<file path="src/rtl/z80_mem_pkg.sv">
// Shared definitions for the Z80 shadow-memory arbiter: FSM state encoding
// and the default address width of the 16 KiB ROM window.
package z80_mem_pkg;

    localparam int AW_DEFAULT = 14;

    typedef enum logic [2:0] {
        IDLE    = 3'd0,
        Z_ISSUE = 3'd1,
        Z_CAP   = 3'd2,
        S_ISSUE = 3'd3,
        S_CAP   = 3'd4
    } arb_state_t;

endpackage

</file>
<file path="src/rtl/z80_req_slot.sv">
// One-entry capture register for Z80 bus requests. A request arriving while
// the slot still holds an unserved one is dropped and flagged as an overrun.
// A request arriving in the same cycle the slot is freed takes its place.
import z80_mem_pkg::*;

module z80_req_slot #(
    parameter int AW = AW_DEFAULT
) (
    input  logic          clk,
    input  logic          rst,
    input  logic          req,
    input  logic          we,
    input  logic          wp,
    input  logic [AW-1:0] addr,
    input  logic [7:0]    wdata,
    input  logic          free,
    output logic          full,
    output logic          slot_we,
    output logic          slot_drop,
    output logic [AW-1:0] slot_addr,
    output logic [7:0]    slot_wdata,
    output logic          overrun
);

    // Capture / release the pending request and latch the sticky overrun flag
    always_ff @(posedge clk) begin
        if (rst) begin
            full       <= 1'b0;
            slot_we    <= 1'b0;
            slot_drop  <= 1'b0;
            slot_addr  <= '0;
            slot_wdata <= '0;
            overrun    <= 1'b0;
        end else begin
            if (req && (!full || free)) begin
                full       <= 1'b1;
                slot_we    <= we;
                // write-protected writes are accepted but only consumed
                slot_drop  <= we & wp;
                slot_addr  <= addr;
                slot_wdata <= wdata;
            end else if (free) begin
                full <= 1'b0;
            end
            if (req && full && !free)
                overrun <= 1'b1;
        end
    end

endmodule

</file>
<file path="src/rtl/z80_shadow_mem_arbiter.sv">
// Arbitrates the single-port shadow RAM between the Z80 bus (absolute
// priority, bounded latency) and the SPI loader (leftover slots, req/ack).
// All RAM-side outputs and requester responses are registered.
import z80_mem_pkg::*;

module z80_shadow_mem_arbiter #(
    parameter int         AW          = AW_DEFAULT,
    parameter logic [7:0] RESET_RDATA = 8'hFF
) (
    input  logic          clk,
    input  logic          rst,
    input  logic          z80_req,
    input  logic          z80_we,
    input  logic [AW-1:0] z80_addr,
    input  logic [7:0]    z80_wdata,
    input  logic          z80_wp,
    output logic [7:0]    z80_rdata,
    output logic          z80_rvalid,
    output logic          z80_overrun,
    input  logic          spi_req,
    input  logic          spi_we,
    input  logic [AW-1:0] spi_addr,
    input  logic [7:0]    spi_wdata,
    output logic          spi_ack,
    output logic [7:0]    spi_rdata,
    output logic          mem_en,
    output logic          mem_we,
    output logic [AW-1:0] mem_addr,
    output logic [7:0]    mem_wdata,
    input  logic [7:0]    mem_rdata
);

    arb_state_t    state;
    logic          slot_full, slot_we, slot_drop, slot_free;
    logic [AW-1:0] slot_addr;
    logic [7:0]    slot_wdata;
    logic          pend_valid, pend_we, pend_drop;
    logic [AW-1:0] pend_addr;
    logic [7:0]    pend_wdata;

    z80_req_slot #(.AW(AW)) u_slot (
        .clk        (clk),
        .rst        (rst),
        .req        (z80_req),
        .we         (z80_we),
        .wp         (z80_wp),
        .addr       (z80_addr),
        .wdata      (z80_wdata),
        .free       (slot_free),
        .full       (slot_full),
        .slot_we    (slot_we),
        .slot_drop  (slot_drop),
        .slot_addr  (slot_addr),
        .slot_wdata (slot_wdata),
        .overrun    (z80_overrun)
    );

    // Pending Z80 access: the slot entry, or the request arriving right now so
    // an uncontended access reaches the RAM one cycle after z80_req.
    always_comb begin
        pend_valid = slot_full | z80_req;
        pend_we    = slot_full ? slot_we    : z80_we;
        pend_drop  = slot_full ? slot_drop  : (z80_we & z80_wp);
        pend_addr  = slot_full ? slot_addr  : z80_addr;
        pend_wdata = slot_full ? slot_wdata : z80_wdata;
        // the slot frees when its access can no longer be affected by a new one
        slot_free  = ((state == IDLE) && slot_full && slot_drop)
                   || ((state == Z_ISSUE) && mem_we)
                   || (state == Z_CAP);
    end

    // Arbiter FSM with registered RAM strobes and requester responses
    always_ff @(posedge clk) begin
        if (rst) begin
            state      <= IDLE;
            mem_en     <= 1'b0;
            mem_we     <= 1'b0;
            mem_addr   <= '0;
            mem_wdata  <= '0;
            spi_ack    <= 1'b0;
            spi_rdata  <= '0;
            z80_rvalid <= 1'b0;
            z80_rdata  <= RESET_RDATA;
        end else begin
            mem_en     <= 1'b0;
            mem_we     <= 1'b0;
            spi_ack    <= 1'b0;
            z80_rvalid <= 1'b0;
            case (state)
                IDLE: begin
                    if (pend_valid) begin
                        // a protected write just drains from the slot
                        if (!pend_drop) begin
                            mem_en    <= 1'b1;
                            mem_we    <= pend_we;
                            mem_addr  <= pend_addr;
                            mem_wdata <= pend_wdata;
                            state     <= Z_ISSUE;
                        end
                    end else if (spi_req && !spi_ack) begin
                        mem_en    <= 1'b1;
                        mem_we    <= spi_we;
                        mem_addr  <= spi_addr;
                        mem_wdata <= spi_wdata;
                        state     <= S_ISSUE;
                    end
                end
                Z_ISSUE: state <= mem_we ? IDLE : Z_CAP;
                Z_CAP: begin
                    z80_rdata  <= mem_rdata;
                    z80_rvalid <= 1'b1;
                    state      <= IDLE;
                end
                S_ISSUE: begin
                    if (mem_we) begin
                        spi_ack <= 1'b1;
                        state   <= IDLE;
                    end else begin
                        state <= S_CAP;
                    end
                end
                S_CAP: begin
                    spi_rdata <= mem_rdata;
                    spi_ack   <= 1'b1;
                    state     <= IDLE;
                end
                default: state <= IDLE;
            endcase
        end
    end

endmodule
</file>
<file path="config.mk">
export PLATFORM = sky130hd
export DESIGN_NAME = z80_shadow_mem_arbiter
export DESIGN_NICKNAME = d
export VERILOG_FILES = /design/src/rtl/z80_mem_pkg.sv /design/src/rtl/z80_req_slot.sv /design/src/rtl/z80_shadow_mem_arbiter.sv
export SDC_FILE = /design/constraint.sdc
export NUM_CORES = 1
export LEC_CHECK = 0
export CORE_UTILIZATION = 47
export CTS_CLUSTER_SIZE = 8
export DETAILED_ROUTE_END_ITERATION = 12
export PLACE_DENSITY = 0.86
export SLEW_MARGIN = 10
export SYNTH_ARGS = -nofsm -noshare
export SYNTH_HDL_FRONTEND = slang
export SYNTH_HIERARCHICAL = 1
export SYNTH_SLANG_ARGS = --single-unit
</file>
<file path="constraint.sdc">
create_clock -name clk -period 2.1 [get_ports clk]
set_clock_uncertainty 0.1 [all_clocks]
set_input_delay 0.315 -clock clk [delete_from_list [all_inputs] [get_ports clk]]
set_output_delay 0.315 -clock clk [all_outputs]
set_load 0.01 [all_outputs]
</file>
==> Word-level counts from Yosys, hierarchy flattened <==
Index checks and enable logic that the tools add are counted.
{ "word_totals": {"regBits": 71, "latchBits": 0, "ram_bits": 0, "rom_bits": 0, "in_bits": 59, "out_inout_bits": 43, "word_cells": 71, "n_memories": 0} }
{ "op_classes": {"add_sub_neg": 0, "n_mul": 0, "div_mod_pow": 0, "order_cmp": 0, "eq_ne": 7, "n_shift": 0, "mux": 27, "bitwise": 3, "n_reduce_logical": 19} }
{ "op_table": {"columns": ["op", "n"], "rows": [
  ["2-to-1 mux 14 bit", 4],
  ["2-to-1 mux 8 bit", 4],
  ["2-to-1 mux 1 bit", 12],
  ["2-to-1 mux 3 bit", 4],
  ["one-hot mux 3 bit (3 select lines)", 1],
  ["logical AND 1 bit", 7],
  ["== test 3 x 2 -> 1 bit, second input constant", 2],
  ["nonzero test 2 bit", 2],
  ["== test 3 x 1 -> 1 bit, second input constant", 1],
  ["== test 3 bit, second input constant", 1],
  ["zero test 1 bit", 3],
  ["zero test 3 bit", 1],
  ["logical OR 1 bit", 3],
  ["inequality test 3 x 2 -> 1 bit, second input constant", 1],
  ["inequality test 3 bit, second input constant", 1],
  ["AND reduction 3 bit", 1],
  ["2-to-1 mux 2 bit", 1],
  ["inequality test 2 bit, second input constant", 1],
  ["one-hot mux 1 bit (2 select lines)", 1],
  ["AND reduction 2 bit", 1],
  ["OR reduction 2 bit", 1],
  ["bitwise AND 1 bit", 1],
  ["inverter 1 bit", 1],
  ["bitwise OR 1 bit", 1]
]} }

==> Logic depth before layout (Yosys ltp) <==
Gate-level depths: netlist of run 1.
{ "logic_depth": {"word_depth": 8, "mapped_depth": 9, "depth_no_buf": 7} }

==> By module <==
The synthesis of run 1 kept the hierarchy.
{ "by_module_without_submodules": {"columns": ["module", "instances", "cells_per_inst", "area_per_inst_um2", "seq_area_each_um2"], "rows": [
  ["z80_shadow_mem_arbiter", 1, 251, 2274.7, 900.9],
  ["z80_req_slot", 1, 117, 1187.4, 520.5]
]} }

==> Worst setup path before layout of run 1 <==
No wires, ideal clock.
{ "synth_timing": {"path_type": "register to register", "startpoint": "register u_slot.full", "endpoint": "register u_slot.slot_addr[10]", "setup_ns": 0.124, "arrival_ns": 1.300, "required_ns": 1.876, "path_slack_ns": 0.576, "path_stages_with_launch": 9, "path_buffers": 1, "period_less_slack_ns": 1.524, "cell_sequence": "dfxtp_1 > a21oi_1 > nor2_1 > a31oi_1 > nor2_1 > and2b_4 > buf_12 > o21ai_2 > a21oi_2"} }
{ "synth_via": {"elab_chain_cells": 6, "word_cells_on_any_way": 7, "cone_classes": "reduce/logical: 7"} }
{ "synth_rtl": {"columns": ["item", "line", "rtl"], "rows": [
  ["start, declared", "z80_req_slot.sv:17", "output logic full,"],
  ["start signal, assigned", "z80_req_slot.sv:28", "full <= 1'b0;"],
  ["start signal, assigned", "z80_req_slot.sv:36", "full <= 1'b1;"],
  ["start signal, assigned", "z80_req_slot.sv:43", "full <= 1'b0;"],
  ["logical AND 1 bit (2 in series)", "z80_shadow_mem_arbiter.sv:67", "slot_free = ((state == IDLE) && slot_full && slot_drop)"],
  ["logical OR 1 bit", "z80_shadow_mem_arbiter.sv:68", "|| ((state == Z_ISSUE) && mem_we)"],
  ["logical OR 1 bit", "z80_shadow_mem_arbiter.sv:69", "|| (state == Z_CAP);"],
  ["net slot_free", "z80_shadow_mem_arbiter.sv:34", "logic slot_full, slot_we, slot_drop, slot_free;"],
  ["logical OR 1 bit", "z80_req_slot.sv:35", "if (req && (!full || free)) begin"],
  ["logical AND 1 bit", "z80_req_slot.sv:35", null],
  ["end signal, assigned", "z80_req_slot.sv:40", "slot_addr <= addr;"],
  ["end, declared", "z80_req_slot.sv:20", "output logic [AW-1:0] slot_addr,"]
]} }
The timed path passes the listed nets, and every way through them passes these cells.
A chain may end at the register's enable or synchronous reset.

==> Final worst setup path of run 1 <==
{ "layout_timing": {"startpoint": "register u_slot.full", "endpoint": "register u_slot.slot_wdata[7]"} }
{ "layout_via": {"elab_chain_cells": 6, "word_cells_on_any_way": 7, "cone_classes": "reduce/logical: 7"} }
{ "layout_rtl": {"columns": ["item", "line", "rtl"], "rows": [
  ["logical AND 1 bit (2 in series)", "z80_shadow_mem_arbiter.sv:67", null],
  ["logical OR 1 bit", "z80_shadow_mem_arbiter.sv:68", null],
  ["logical OR 1 bit", "z80_shadow_mem_arbiter.sv:69", null],
  ["net slot_free", "z80_shadow_mem_arbiter.sv:34", null],
  ["logical OR 1 bit", "z80_req_slot.sv:35", null],
  ["logical AND 1 bit", "z80_req_slot.sv:35", null],
  ["end signal, assigned", "z80_req_slot.sv:41", "slot_wdata <= wdata;"],
  ["end, declared", "z80_req_slot.sv:21", "output logic [7:0] slot_wdata,"]
]} }
The timed path passes the listed nets, and every way through them passes these cells.

==> results of run 1 <==
[sequential cells by signal, indices dropped and copies added (netlist names), 3 cells and up]
name and cells:
mem_addr 14, u_slot/slot_addr 14, mem_wdata 8, spi_rdata 8, u_slot/slot_wdata 8, z80_rdata 8
state 3
[layout make-up]
class / instances / area (um^2)
Tap cell: 96 / 120.1
Inverter: 3 / 11.26
Multi-Input combinational cell: 257 / 1729
Sequential cell: 71 / 1421
Clock inverter: 5 / 127.6
Timing Repair Buffer: 123 / 1204
Clock buffer: 11 / 151.4
Fill cell: 541 / 2180
[placed cells by master (no fill, tap or decap), types with 3 or more instances in the layout]
master           instances
nand3_1                 23
mux2i_1                 22
a21oi_2                 21
buf_12                   3
nor3_1                   4
o2111ai_1               20
bufinv_16                4
a21oi_1                 39
a211o_1                  8
clkdlybuf4s50_1         99
dfxtp_1                 71
nand2_1                 40
o21ai_1                 17
clkbuf_8                11
nor2_1                   6
buf_4                   19
nor2b_1                  8
o21ai_2                 19
o21ai_0                 11
[worst max-delay path, cell delays in order, from the launching register on]
cell and delay [ns]:
dfxtp_1 0.57, a21oi_1 0.12, nor2_1 0.10, a31oi_1 0.05, nor2_1 0.11, and2b_4 0.24
buf_12 0.16, o21ai_0 0.14, a21oi_1 0.09
[synthesized netlist by cell type (all sizes together)]
library cell and count:
clkbuf 10, o2111ai 22, and2 1, a311oi 1
and2b 1, buf 26, mux2i 22, nor4b 2
nor2b 9, a32o 1, dfxtp 71, a311o 1
a21oi 60, nand2b 2, a2111oi 1, bufbuf 1
nand2 40, o21ai 47, nand4 1, a211o 8
nor3 5, inv 3, nand3 23, nand4b 1
nor2 7, or3 1, a31oi 1
[through the flow]
stage	instances	utilization [%]	instance area, um^2	setup slack, ns	hold slack, ns
after detailed placement	550	64.59	4486	0.05853	0.3463
final	566	68.61	4765	0.2693	0.2903
after floorplan	368	-	3462	0.5759	0.3329
after CTS	566	68.61	4765	0.2786	0.2815
after global routing	566	68.61	4765	0.1401	0.3107
after global placement	550	64.59	4486	0.1067	0.3426
[where the power goes]
group | switching, mW | total [mW] | internal, mW | leakage, nW
registers | 0.0816 | 1.54 | 1.46 | 0.582
logic | 0.463 | 0.929 | 0.466 | 0.995
clock network | 0.523 | 1.50 | 0.974 | 0.136
total | 1.07 | 3.97 | 2.90 | 1.71
[kinds of logic after synthesis]
logic type / Yosys count
flops: 71
compound gates: 142
mux: 22
buf+inv: 40
simple gates: 93
[final timing paths]
check	to	cells after the start
setup reg to reg	u_slot/slot_wdata[7]$_SDFFE_PP0P_	8
setup / recovery	u_slot/slot_wdata[7]$_SDFFE_PP0P_	8
hold reg to reg	spi_rdata[6]$_SDFFE_PP0N_	2
hold / removal	u_slot/slot_drop$_SDFFE_PP0P_	3
[layer usage]
metal / up-vias / global-route usage [%] / part of all wire (%)
met5: - / 0 / 0
met4: 0 / 9.985 / 1.9
met3: 15 / 6.503 / 5.7
met2: 117 / 42.00 / 50
met1: 1553 / 31.10 / 42
li1: 1546 / - / -
==> impl_metrics.ini, run 1 <==
[placement]
io_buffers = 101
dp_hpwl_um = 6420
place_congestion = 0.9149

[timing]
slew_viol_final = 0
final_hold_viol_count = 0
rsz0062_at_grt = false
tightest_slew_ns = 0.7114
timing.fmax_mhz = 546.2
period_needed_ns = 1.831
fin_setup_tns_ns = 0
min_period_over_period_pct = 87.18
slew_headroom_pct = 52.57
setup_viol = 0

[global_route]
grtUsageTotal_pct = 25.21
grt_pass1_wl_um = 14820
grt_pass1_vias = 3061
grt_max_degree = 36
antenna_found_initial = 0
overflow = 0

[clock_network]
insertion_delay_ns = 0.35
cts_tree = yes
cts.htree.levels = 3
postCtsSetupRepairBufs = 0
ctsResizeCount = 0
cts.sinks = 71
hold_buffers = 0
numCtsBuffers = 9
cts-root-buf = clkbuf_8
clockBufferDepth = 2
clkTransAtPathRegs_ns = 0.08

[synthesis]
synthAdderAreaFrac_pct = 0
ys_seq_elements = 71
synth.distinct_cells = 43
syn_area_um2 = 3462
synthMuxAreaShare_pct = 6.361
synth-seq-area-share_pct = 41.06
synth_top_family_by_area = compound AO/OA/AOI/OAI gates
synth_compound_area_share_pct = 29.82
synth-xor-area-share_pct = 0
yosys-top-cells-area = dfxtp_1 (41%), mux2i_1 (6.4%), a21oi_1 (5.6%)
avgSynthCellArea_um2 = 9.408
synthCells = 368
synth_simple_gate_area_share_pct = 13.77
ys_warn_count = 6
synth_top_cell_area_share_pct = 41.06
synth_nets = 427
yosys.area.top_type = dfxtp_1

[routing]
first_iter_violations = 197
wire_per_inst_um = 16.38
vias = 3231
drt_pass1_iterations = 4
drtAntennaViolNets = 0
wl_um = 9270
viasPerCell = 5.708
drt_drc_violations_left = 0

[final_layout]
area_growth_pct = 37.62
layout-drive-gt1-share_pct = 19.36
diodes = 0
final_nets = 524

[job]
cap_viol_max_count = 0

[floorplanning]
start_util_pct = 49.86
die_y_um = 87.83
ios = 102
die-area_um2 = 7713
core_um2 = 6944
rows = 30
die_x_um = 87.83

[critical_path]
r2r_start = u_slot/full$_SDFFE_PP0P_
critPathMaxFanout = 13
cp.arrival_ns = 1.93
critPathLaunchType = flop
crit_path_start = u_slot/full$_SDFFE_PP0P_
critPathCaptureType = flop
cp_data_required_time_ns = 2.20
worstSetupPathType = reg2reg
ff2ff_setup_slack_ns = 0.27

[worst_hold_path]
hp-start = z80_req
hp-class = in2reg

[run_status]
outcome = complete, no violations

[power]
power_density_nw_per_um2 = 832.7
power_mw = 3.967
power_leakage_nw = 1.713
ir_worst_vdd_uv = 383.2
Note: power is estimated with default switching activity, not from simulation.
==> run 2, diff against run 1 <==
CORE_MARGIN = 3   (was unset)
==> run 2 against run 1 <==
Net effect: sequential share of layout area grew 0.85 points; critical path type unchanged; via count is essentially flat; routed wire length grew 0.98%.
==> impl_metrics.ini, run 2 (same netlist as run 1, synthesis figures left out) <==
[run_status]
outcome = complete, no violations

[clock_network]
cts_tree = yes
hold_buffers = 0
ctsResizeCount = 0
cts.htree.levels = 3
cts.sinks = 71
postCtsSetupRepairBufs = 0
clockBufferDepth = 2
cts-root-buf = clkbuf_8
numCtsBuffers = 9
insertion_delay_ns = 0.34
clkTransAtPathRegs_ns = 0.07

[critical_path]
r2r_start = u_slot/full$_SDFFE_PP0P_
worstSetupPathType = reg2reg
ff2ff_setup_slack_ns = 0.22
rr_worst_depth = 8
critPathCaptureType = flop
critPathMaxFanout = 12
worstPathCellList = a21oi_1 -> nor2_1 -> a31oi_1 -> nor2_1 -> and2b_4 -> buf_4 -> o21ai_0 -> a21oi_1
cp_slowest_stage_delay_ns = 0.55
critPathLaunchType = flop
cp_data_required_time_ns = 2.23
critPathSlowestCell = dfxtp_1
crit-reg2reg-capture = u_slot/slot_addr[6]$_SDFFE_PP0P_
cp.arrival_ns = 2.01

[floorplanning]
ios = 102
core_um2 = 6982
rows = 30
start_util_pct = 49.59
die-area_um2 = 8432
die_x_um = 91.83
die_y_um = 91.83

[timing]
hold_slack_ns = 0.2311
fin_ws_ns = 0.2205
min_period_over_period_pct = 89.50
rsz0062_at_grt = false
tightest_slew_ns = 0.4479
fin_setup_tns_ns = 0
timing.fmax_mhz = 532.0
slew_viol_final = 0
setup_viol = 0
final_hold_viol_count = 0
slew_headroom_pct = 70.14
period_needed_ns = 1.880

[routing]
wl_um = 9361
first_iter_violations = 187
viasPerCell = 5.773
drtAntennaViolNets = 0
wire_per_inst_um = 16.72
drt_drc_violations_left = 0
drt_pass1_iterations = 5
vias = 3233

[global_route]
grt_pass1_wl_um = 15340
overflow = 0
antenna_found_initial = 0
grt_max_degree = 40
grt_pass1_vias = 3116
grtUsageTotal_pct = 22.61

[worst_hold_path]
hp-start = z80_req
min_to = u_slot/slot_addr[13]$_SDFFE_PP0P_
hp-class = in2reg
holdPathStages = 3

[final_layout]
diodes = 0
final_nets = 518
top_regs = mem_addr (14), u_slot/slot_addr (14)
layout_commonest_cell = clkdlybuf4s50_1
layout-drive-gt1-share_pct = 17.67
area_growth_pct = 33.83
final_cells = 560
final_cell_mix = clkdlybuf4s50_1 (99), dfxtp_1 (71), nand2_1 (40)

[job]
cap_viol_max_count = 0

[placement]
place_ws_ns = 0.02847
io_buffers = 101
place_congestion = 0.8041
dp_hpwl_um = 6642
place_inst = 544

[power]
power_density_nw_per_um2 = 774.4
ir_worst_vdd_uv = 328.5
power_mw = 3.588
power_leakage_nw = 1.647
==> run 2: per-layer routing <==
layer  vias to the layer above  track usage [%]  wire [um]
met5                         -                0          0
met2                       155            35.79       4478
met1                      1526            29.52       3995
met3                        23            4.512        644
li1                       1529                -          -
met4                         0            10.77        242
==> run 2: area by class of cell <==
type | count | area (um^2)
fillers | 564 | 2349
multi-input cells | 257 | 1729
flip-flops and latches | 71 | 1421
repair buffers | 117 | 1146
clock buffers | 12 | 135.1
well taps | 96 | 120.1
clock inverters | 4 | 70.07
inverters | 3 | 11.26
==> run 2: report_power, final <==
group | internal [mW] | switching, mW | leakage (nW) | total [mW]
clock network | 0.667 | 0.485 | 0.104 | 1.15
logic | 0.434 | 0.461 | 0.962 | 0.895
registers | 1.46 | 0.0815 | 0.582 | 1.54
==> run 2: worst max path at each step <==
stage,startpoint,endpoint,cells after the start
finish,u_slot/full$_SDFFE_PP0P_,u_slot/slot_addr[6]$_SDFFE_PP0P_,8
global route,u_slot/full$_SDFFE_PP0P_,u_slot/slot_addr[6]$_SDFFE_PP0P_,8
CTS,u_slot/full$_SDFFE_PP0P_,u_slot/slot_addr[6]$_SDFFE_PP0P_,8
detailed placement,spi_req,mem_addr[1]$_SDFFE_PP0P_,5
global placement,spi_req,mem_wdata[2]$_SDFFE_PP0P_,5
floorplan,u_slot/full$_SDFFE_PP0P_,u_slot/slot_addr[10]$_SDFFE_PP0P_,8
==> run 2: per-stage QoR <==
stage	utilization [%]	cell area [um^2]
after floorplan	-	3462
final	66.36	4633
after global placement	63.42	4428
after detailed placement	63.42	4428
after global routing	66.36	4633
after CTS	66.36	4633
==> run 2: critical path: cells and delay by family (launching register included) <==
| family | cells | cell delay [ns] |
|---|---|---|
| AO/OA/AOI/OAI | 4 | 0.50 |
| buffers and inverters | 1 | 0.19 |
| flip-flops | 1 | 0.55 |
| AND/OR/NAND/NOR | 3 | 0.42 |
==> run 3, diff against run 2 <==
CORE_MARGIN = unset   (was 3)
==> results of run 3 <==
The final DEF is identical to that of run 1; final timing and power are the same.
